<file path="src/rtl/wb_serial_in_if.sv">
// rtl/wb_serial_in_if.sv - Wishbone slave bus bundle for the serial input port
interface wb_serial_in_if #(
  parameter int WIDTH   = 8,
  parameter int ENABLES = WIDTH / 8
);
  logic               wb_cyc_i;
  logic               wb_stb_i;
  logic               wb_we_i;
  logic               wb_ack_o;
  logic [ENABLES-1:0] wb_sel_i;
  logic [WIDTH-1:0]   wb_dat_i;
  logic [ENABLES-1:0] wb_sel_o;
  logic [WIDTH-1:0]   wb_dat_o;

  modport master (
    output wb_cyc_i, wb_stb_i, wb_we_i, wb_sel_i, wb_dat_i,
    input  wb_ack_o, wb_sel_o, wb_dat_o
  );

  modport slave (
    input  wb_cyc_i, wb_stb_i, wb_we_i, wb_sel_i, wb_dat_i,
    output wb_ack_o, wb_sel_o, wb_dat_o
  );
endinterface

</file>
<file path="src/rtl/wb_serial_in.sv">
// rtl/wb_serial_in.sv - Wishbone read port for an external 74HC165-style shift register
module wb_serial_in #(
  parameter int HIGHZ       = 0,
  parameter int WIDTH       = 8,
  parameter int ENABLES     = WIDTH / 8,
  parameter int CLKDIV      = 2,
  parameter int LOAD_CYCLES = 1
) (
  input  logic           wb_clk_i,
  input  logic           wb_rst_i,
  wb_serial_in_if.slave  bus,
  output logic           sr_load_n_o,
  output logic           sr_clk_o,
  input  logic           sr_dat_i
);

  localparam int DIV_W  = (CLKDIV > 1) ? $clog2(CLKDIV) : 1;
  localparam int BIT_W  = (WIDTH > 1) ? $clog2(WIDTH) : 1;
  localparam int LOAD_W = (LOAD_CYCLES > 1) ? $clog2(LOAD_CYCLES) : 1;
  localparam logic [DIV_W-1:0]  DIV_LAST  = DIV_W'(CLKDIV - 1);
  localparam logic [BIT_W-1:0]  BIT_LAST  = BIT_W'(WIDTH - 1);
  localparam logic [LOAD_W-1:0] LOAD_LAST = LOAD_W'(LOAD_CYCLES - 1);

  typedef enum logic [1:0] {IDLE, LOAD, SHIFT, ACK} state_t;

  state_t             state_q, state_n;
  logic [DIV_W-1:0]   div_q, div_n;
  logic [BIT_W-1:0]   bit_q, bit_n;
  logic [LOAD_W-1:0]  load_q, load_n;
  logic               half_q, half_n;
  logic [WIDTH-1:0]   shift_q, shift_n;
  logic [WIDTH-1:0]   data_q, data_n;
  logic               ack_q, ack_n;
  logic               rd_q, rd_n;
  logic               req;
  logic               unused_inputs;

  // Byte selects and write data carry no meaning for this read-only port.
  assign unused_inputs = ^{bus.wb_sel_i, bus.wb_dat_i};

  assign req = bus.wb_cyc_i & bus.wb_stb_i & ~ack_q;

  // Next-state logic: load pulse, divided shift clock, bit sampling and ack.
  always_comb begin
    state_n = state_q;
    div_n   = div_q;
    bit_n   = bit_q;
    load_n  = load_q;
    half_n  = half_q;
    shift_n = shift_q;
    data_n  = data_q;
    ack_n   = 1'b0;
    rd_n    = 1'b0;
    case (state_q)
      IDLE: begin
        div_n  = '0;
        bit_n  = '0;
        load_n = '0;
        half_n = 1'b0;
        if (req) begin
          if (bus.wb_we_i) ack_n = 1'b1;
          else             state_n = LOAD;
        end
      end
      LOAD: begin
        if (load_q == LOAD_LAST) state_n = SHIFT;
        else                     load_n  = load_q + 1'b1;
      end
      SHIFT: begin
        if (div_q == DIV_LAST) begin
          div_n = '0;
          if (!half_q) begin
            // End of the low phase: the register output is stable, take the bit.
            shift_n = {shift_q[WIDTH-2:0], sr_dat_i};
            half_n  = 1'b1;
          end else begin
            half_n = 1'b0;
            if (bit_q == BIT_LAST) begin
              state_n = ACK;
              data_n  = shift_q;
              ack_n   = bus.wb_cyc_i & bus.wb_stb_i;
              rd_n    = bus.wb_cyc_i & bus.wb_stb_i;
            end else begin
              bit_n = bit_q + 1'b1;
            end
          end
        end else begin
          div_n = div_q + 1'b1;
        end
      end
      ACK:     state_n = IDLE;
      default: state_n = IDLE;
    endcase
  end

  // State and output registers; sr_* are registered so the external pins never glitch.
  always_ff @(posedge wb_clk_i) begin
    if (wb_rst_i) begin
      state_q     <= IDLE;
      div_q       <= '0;
      bit_q       <= '0;
      load_q      <= '0;
      half_q      <= 1'b0;
      shift_q     <= '0;
      data_q      <= '0;
      ack_q       <= 1'b0;
      rd_q        <= 1'b0;
      sr_load_n_o <= 1'b1;
      sr_clk_o    <= 1'b0;
    end else begin
      state_q     <= state_n;
      div_q       <= div_n;
      bit_q       <= bit_n;
      load_q      <= load_n;
      half_q      <= half_n;
      shift_q     <= shift_n;
      data_q      <= data_n;
      ack_q       <= ack_n;
      rd_q        <= rd_n;
      sr_load_n_o <= (state_n != LOAD);
      sr_clk_o    <= (state_n == SHIFT) && half_n;
    end
  end

  assign bus.wb_ack_o = ack_q;

  generate
    if (HIGHZ != 0) begin : g_tristate
      assign bus.wb_dat_o = rd_q ? data_q : {WIDTH{1'bz}};
      assign bus.wb_sel_o = rd_q ? {ENABLES{1'b1}} : {ENABLES{1'bz}};
    end else begin : g_driven
      assign bus.wb_dat_o = data_q;
      assign bus.wb_sel_o = rd_q ? {ENABLES{1'b1}} : {ENABLES{1'b0}};
    end
  endgenerate

endmodule

</file>
<file path="src/flat_wrapper.sv">
// flat-port wrapper written by rule: the top's interface ports become plain ports
module wb_serial_in_flat 
#(
  parameter int HIGHZ       = 0,
  parameter int WIDTH       = 8,
  parameter int ENABLES     = WIDTH / 8,
  parameter int CLKDIV      = 2,
  parameter int LOAD_CYCLES = 1
)
  (wb_clk_i, wb_rst_i, sr_load_n_o, sr_clk_o, sr_dat_i, bus_wb_cyc_i, bus_wb_stb_i, bus_wb_we_i, bus_wb_sel_i, bus_wb_dat_i, bus_wb_ack_o, bus_wb_sel_o, bus_wb_dat_o);
  wb_serial_in_if #(.WIDTH(WIDTH), .ENABLES(ENABLES)) bus_i ();
  input  logic wb_clk_i;
  input  logic wb_rst_i;
  output logic sr_load_n_o;
  output logic sr_clk_o;
  input  logic sr_dat_i;
  input wire logic [$bits(bus_i.wb_cyc_i)-1:0] bus_wb_cyc_i;
  input wire logic [$bits(bus_i.wb_stb_i)-1:0] bus_wb_stb_i;
  input wire logic [$bits(bus_i.wb_we_i)-1:0] bus_wb_we_i;
  input wire logic [$bits(bus_i.wb_sel_i)-1:0] bus_wb_sel_i;
  input wire logic [$bits(bus_i.wb_dat_i)-1:0] bus_wb_dat_i;
  output wire logic [$bits(bus_i.wb_ack_o)-1:0] bus_wb_ack_o;
  output wire logic [$bits(bus_i.wb_sel_o)-1:0] bus_wb_sel_o;
  output wire logic [$bits(bus_i.wb_dat_o)-1:0] bus_wb_dat_o;
  assign bus_i.wb_cyc_i = bus_wb_cyc_i;
  assign bus_i.wb_stb_i = bus_wb_stb_i;
  assign bus_i.wb_we_i = bus_wb_we_i;
  assign bus_i.wb_sel_i = bus_wb_sel_i;
  assign bus_i.wb_dat_i = bus_wb_dat_i;
  assign bus_wb_ack_o = bus_i.wb_ack_o;
  assign bus_wb_sel_o = bus_i.wb_sel_o;
  assign bus_wb_dat_o = bus_i.wb_dat_o;
  wb_serial_in #(.HIGHZ(HIGHZ), .WIDTH(WIDTH), .ENABLES(ENABLES), .CLKDIV(CLKDIV), .LOAD_CYCLES(LOAD_CYCLES)) u_core (.wb_clk_i(wb_clk_i), .wb_rst_i(wb_rst_i), .bus(bus_i), .sr_load_n_o(sr_load_n_o), .sr_clk_o(sr_clk_o), .sr_dat_i(sr_dat_i));
endmodule
</file>
<file path="config.mk">
export PLATFORM = sky130hd
export DESIGN_NAME = wb_serial_in_flat
export DESIGN_NICKNAME = d
export VERILOG_FILES = /design/src/rtl/wb_serial_in_if.sv /design/src/rtl/wb_serial_in.sv /design/src/flat_wrapper.sv
export SDC_FILE = /design/constraint.sdc
export NUM_CORES = 1
export LEC_CHECK = 0
export CORE_MARGIN = 4
export CORE_UTILIZATION = 40
export DETAILED_ROUTE_END_ITERATION = 16
export PLACE_DENSITY = 0.7
export SLEW_MARGIN = 10
export SYNTH_ARGS = -nofsm -noshare
export SYNTH_HDL_FRONTEND = slang
export SYNTH_SLANG_ARGS = --single-unit
</file>
<file path="constraint.sdc">
create_clock -name wb_clk_i -period 1.6 [get_ports wb_clk_i]
set_clock_uncertainty 0.05 [all_clocks]
set_input_delay 0.48 -clock wb_clk_i [delete_from_list [all_inputs] [get_ports wb_clk_i]]
set_output_delay 0.48 -clock wb_clk_i [all_outputs]
set_load 0.005 [all_outputs]
</file>
==> summary.txt, run 1 <==
Run status
  – Status: completed

Critical path
  – R2R Setup Slk: between 0.07 and 0.08 ns
  – Critical-path cell list: clkdlybuf4s50_1, or4b_4, a2111oi_4
  – Crit path max-delay family: buffers and inverters
  – Worst Path Required: about 1.8 ns
  – Max stage delay cell, worst path: clkdlybuf4s50_1
  – CP endpoint: u_core.bus.wb_ack_o
  – Crit path launch: bus_wb_we_i
  – Worst path bufs/invs: 1
  – Crit. End Element: register
  – RR Endpoint: u_core.bus.wb_ack_o
  – Arrival time worst endpoint: between 1.5 and 2 ns
  – Worst r2r src: u_core.state_q[1]
  – FF-to-FF path depth: 3
  – Startpoint Class: primary input
  – Worst path max stage delay: approximately 0.47 ns
  – Number of cells on the critical path: 3
  – Kind of critical path: primary input to register
  – CP max FO: 2

Placement
  – RD Place Congestion: between 0.7 and 0.8
  – Port bufs: 17
  – Dpl hpwl: 1.43 mm
  – Placed cells: about 150

Final layout
  – Post-Layout Cell Count: around 160
  – Share of post-route cells with drive strength above 1: roughly a quarter
  – Fin util: a little over half
  – Ant diodes: 0
  – Synth-to-Final Area Change: 24.5%
  – Final Net Count: roughly 150

Power and ir drop
  – Pwr Density: 763 nW/µm²
  – Sw frac: 22.3%
  – Flop pwr share: roughly two thirds
  – Clock share of power: 28.6%
  – Switching Power: roughly 0.00023 W
  – Logic pwr share: slightly above 5%
  – Max IR drop VDD: approximately 420 µV
  – Int Pwr: about 0.00080 W
  – Lkg Pwr: roughly 0.54 nW

Logic synthesis
  – Post-synth ARST share: 0%
  – Synthesized area per cell: 10.2 µm²
  – Area leader, netlist: dfxtp_1
  – Syn Nets: 124
  – Synth top area cells: dfxtp_1 50%, mux2i_1 7.4%, nand2_1 6.6%
  – Post-synth EDFFs: 0
  – Mapped Cells: between 100 and 150
  – Ys Warns: 0
  – Primary FF master, synth: dfxtp_1
  – Most common cell in the netlist: dfxtp_1
  – Synth cell types: 26
  – Seq/Total Area, Yosys: approximately 50%
  – Top cells by count, synth: 27 x dfxtp_1, 19 x nand2_1, 11 x a21oi_1, 9 x nor2_1, 8 x mux2i_1
  – Post-synthesis register bit count: 27
  – Top cell type's share of synthesized area: 49.8%
  – Post-Syn Area: 1080 µm²

Floorplanning
  – Die H: between 60 and 70 µm
  – Core area: around 2500 µm²
  – I/O Pins: 27
  – Die area: about 3600 µm²
  – Die width: between 60 and 70 µm
  – Cell row count: 18
  – Initial Util: between 40% and 50%

STA
  – Max-slew violation count: 0
  – RSZ-0062 raised after global routing: no
  – Rel. slew slack: 71.9%
  – Fin crit period: ~1.5 ns
  – Slew @ Worst Pin: approximately 0.42 ns
  – Fin crit share: between 90% and 100%
  – Final setup fails: 0
  – Fmax: approximately 650 MHz
  – Fin. Hold Viols: 0

GRT
  – Grt met1 use: between 10% and 20%
  – Met2 Track Usage GR: about a fifth
  – Global-route wire length before repair: 3.26 mm
  – Met3 Usage GRT: under 10%
  – Initial antenna violation count: 0
  – Number of global-route vias before repair: approximately 770
  – Global route total overflow: 0
  – GRT busiest layer: met2
  – Pin count of the biggest net entering global routing: 17
  – All-layer global routing usage: between 10% and 20%

Flow run
  – Max_cap viols: 0

CTS
  – Post-CTS Hold Buffers: 0
  – CTS Buffer Depth: 2
  – TritonCTS clock tree: done
  – Clock Tree Root: clkbuf_4
  – CTS clk-pin slew, worst paths: 0.15 ns
  – Worst-Skew Late Latency: slightly above 0.3 ns
  – Sink Count: 27
  – Htree depth: 1
  – CTS Buf Count: 3

Min path
  – Worst hold-check path type: register to register

Route
  – DRT Pass-1 Iters: 4
  – DRT iter0 DRCs: 8
  – # DRC: 0
  – Post-route ant nets: 0
  – Vias/cell: about 5.1
  – Via count: ~800
  – Total Routed Length: roughly 1.9 mm
  – WL per Instance: 12.0 µm
==> logic make-up (layout without fill, tap and decap cells) <==
kind of cell | Yosys count | in the layout | synth area share [%]
xor+xnor | 1 | 1 | 0.808
buf+inv | 7 | 29 | 4.15
mux | 9 | 9 | 8.42
compound gates | 15 | 15 | 10.0
fa+ha+maj | 3 | 3 | 3.46
simple gates | 44 | 44 | 23.3
flops | 27 | 27 | 49.8
==> power groups by stage <==
stage	Combinational, W	Sequential (W)	Clock, W
2_1_floorplan	0.0000345	0.000694	0
3_3_place_gp	0.0000518	0.000697	0
3_5_place_dp	0.0000533	0.000698	0
4_1_cts	0.0000524	0.000683	0.000302
5_1_grt	0.0000568	0.000684	0.000328
6_report	0.0000523	0.000683	0.000295
==> layer usage <==
layer  wire length, µm  vias to the layer above
li1                  -                      411
met1               929                      374
met2               867                       15
met3                69                        2
met4                28                        0
met5                 0                        -
==> repair_timing <==
item	4_1_cts	5_1_grt
pin swaps	3	2
resized for setup	25	5
buffers inserted	2	1
setup endpoints to repair	16	14
==> state kept, by name, summed over array words and instances (netlist names) <==
signal / cells
u_core.bit_q: 3
u_core.bus.wb_ack_o: 1
u_core.bus.wb_dat_o: 8
u_core.div_q: 1
u_core.half_q: 1
u_core.rd_q: 1
u_core.shift_q: 8
u_core.sr_clk_o: 1
u_core.sr_load_n_o: 1
u_core.state_q: 2
==> worst min path at each step <==
stage                                 startpoint                      to  slack (ns)  cells after the start
after floorplan                u_core.shift_q[7]  u_core.bus.wb_dat_o[7]        0.38                      2
after global placement         u_core.shift_q[7]  u_core.bus.wb_dat_o[7]        0.39                      2
after detailed placement       u_core.shift_q[7]  u_core.bus.wb_dat_o[7]        0.40                      2
after CTS                      u_core.shift_q[7]  u_core.bus.wb_dat_o[7]        0.41                      2
after global routing      u_core.bus.wb_dat_o[5]  u_core.bus.wb_dat_o[5]        0.43                      2
final                          u_core.shift_q[7]  u_core.bus.wb_dat_o[7]        0.41                      2
==> cells in the final DEF, fill, tap and decap left out, drive strengths merged, types with 2 or more instances in the layout <==
master	synthesis	final
dfxtp	27	27
nor3	2	2
nand2	19	19
a22o	2	2
buf	3	8
clkbuf	4	3
ha	3	3
nand3b	2	2
clkdlybuf4s50	0	3
a21oi	11	11
and4bb	2	2
nor2	10	10
dlygate4sd2	0	14
or4b	2	2
mux2i	8	8
==> tightest hold or removal path: cells and delay by family, from the launching register on <==
| kind | cells | cell delay, ns |
|---|---|---|
| flops | 1 | 0.34 |
| simple gates | 1 | 0.05 |
| compound gates | 1 | 0.05 |
==> metrics by stage <==
| step | setup TNS (ns) | area, µm² | power, W | hold slack [ns] | worst slack [ns] |
|---|---|---|---|---|---|
| after floorplan | 0 | 1080 | 0.000728 | 0.381 | 0.0467 |
| after global placement | -1.31 | 1280 | 0.000749 | 0.392 | -0.387 |
| after detailed placement | -1.56 | 1280 | 0.000751 | 0.396 | -0.416 |
| after CTS | 0 | 1330 | 0.00104 | 0.408 | 0.0141 |
| after global routing | 0 | 1350 | 0.00107 | 0.430 | 0.00240 |
| final | 0 | 1350 | 0.00103 | 0.408 | 0.0724 |
==> final cells by class <==
type / count / area (µm²)
Fill cell: 227 / 1170
Sequential cell: 27 / 554
Multi-Input combinational cell: 72 / 515
Timing Repair Buffer: 25 / 213
Tap cell: 30 / 37.5
Clock buffer: 3 / 22.5
Clock inverter: 1 / 7.51
No activity file was read; power rests on OpenSTA's default activity.
==> run 2, diff against run 1 <==
--- a/config.mk
+++ b/config.mk
@@ -5,9 +5,11 @@
 export SDC_FILE = /design/constraint.sdc
 export NUM_CORES = 1
 export LEC_CHECK = 0
+export CAP_MARGIN = 15
 export CORE_MARGIN = 4
 export CORE_UTILIZATION = 40
 export DETAILED_ROUTE_END_ITERATION = 16
+export HOLD_SLACK_MARGIN = 0.03
 export PLACE_DENSITY = 0.7
 export SLEW_MARGIN = 10
 export SYNTH_ARGS = -nofsm -noshare
==> results of run 2 <==
The final DEF is identical to that of run 1; final timing and power are the same.
==> run 3, diff against run 2 <==
--- a/config.mk
+++ b/config.mk
@@ -9,7 +9,7 @@
 export CORE_MARGIN = 4
 export CORE_UTILIZATION = 40
 export DETAILED_ROUTE_END_ITERATION = 16
-export HOLD_SLACK_MARGIN = 0.03
+export HOLD_SLACK_MARGIN = 0.02
 export PLACE_DENSITY = 0.7
 export SLEW_MARGIN = 10
 export SYNTH_ARGS = -nofsm -noshare
==> results of run 3 <==
The final DEF is identical to that of run 1; final timing and power are the same.
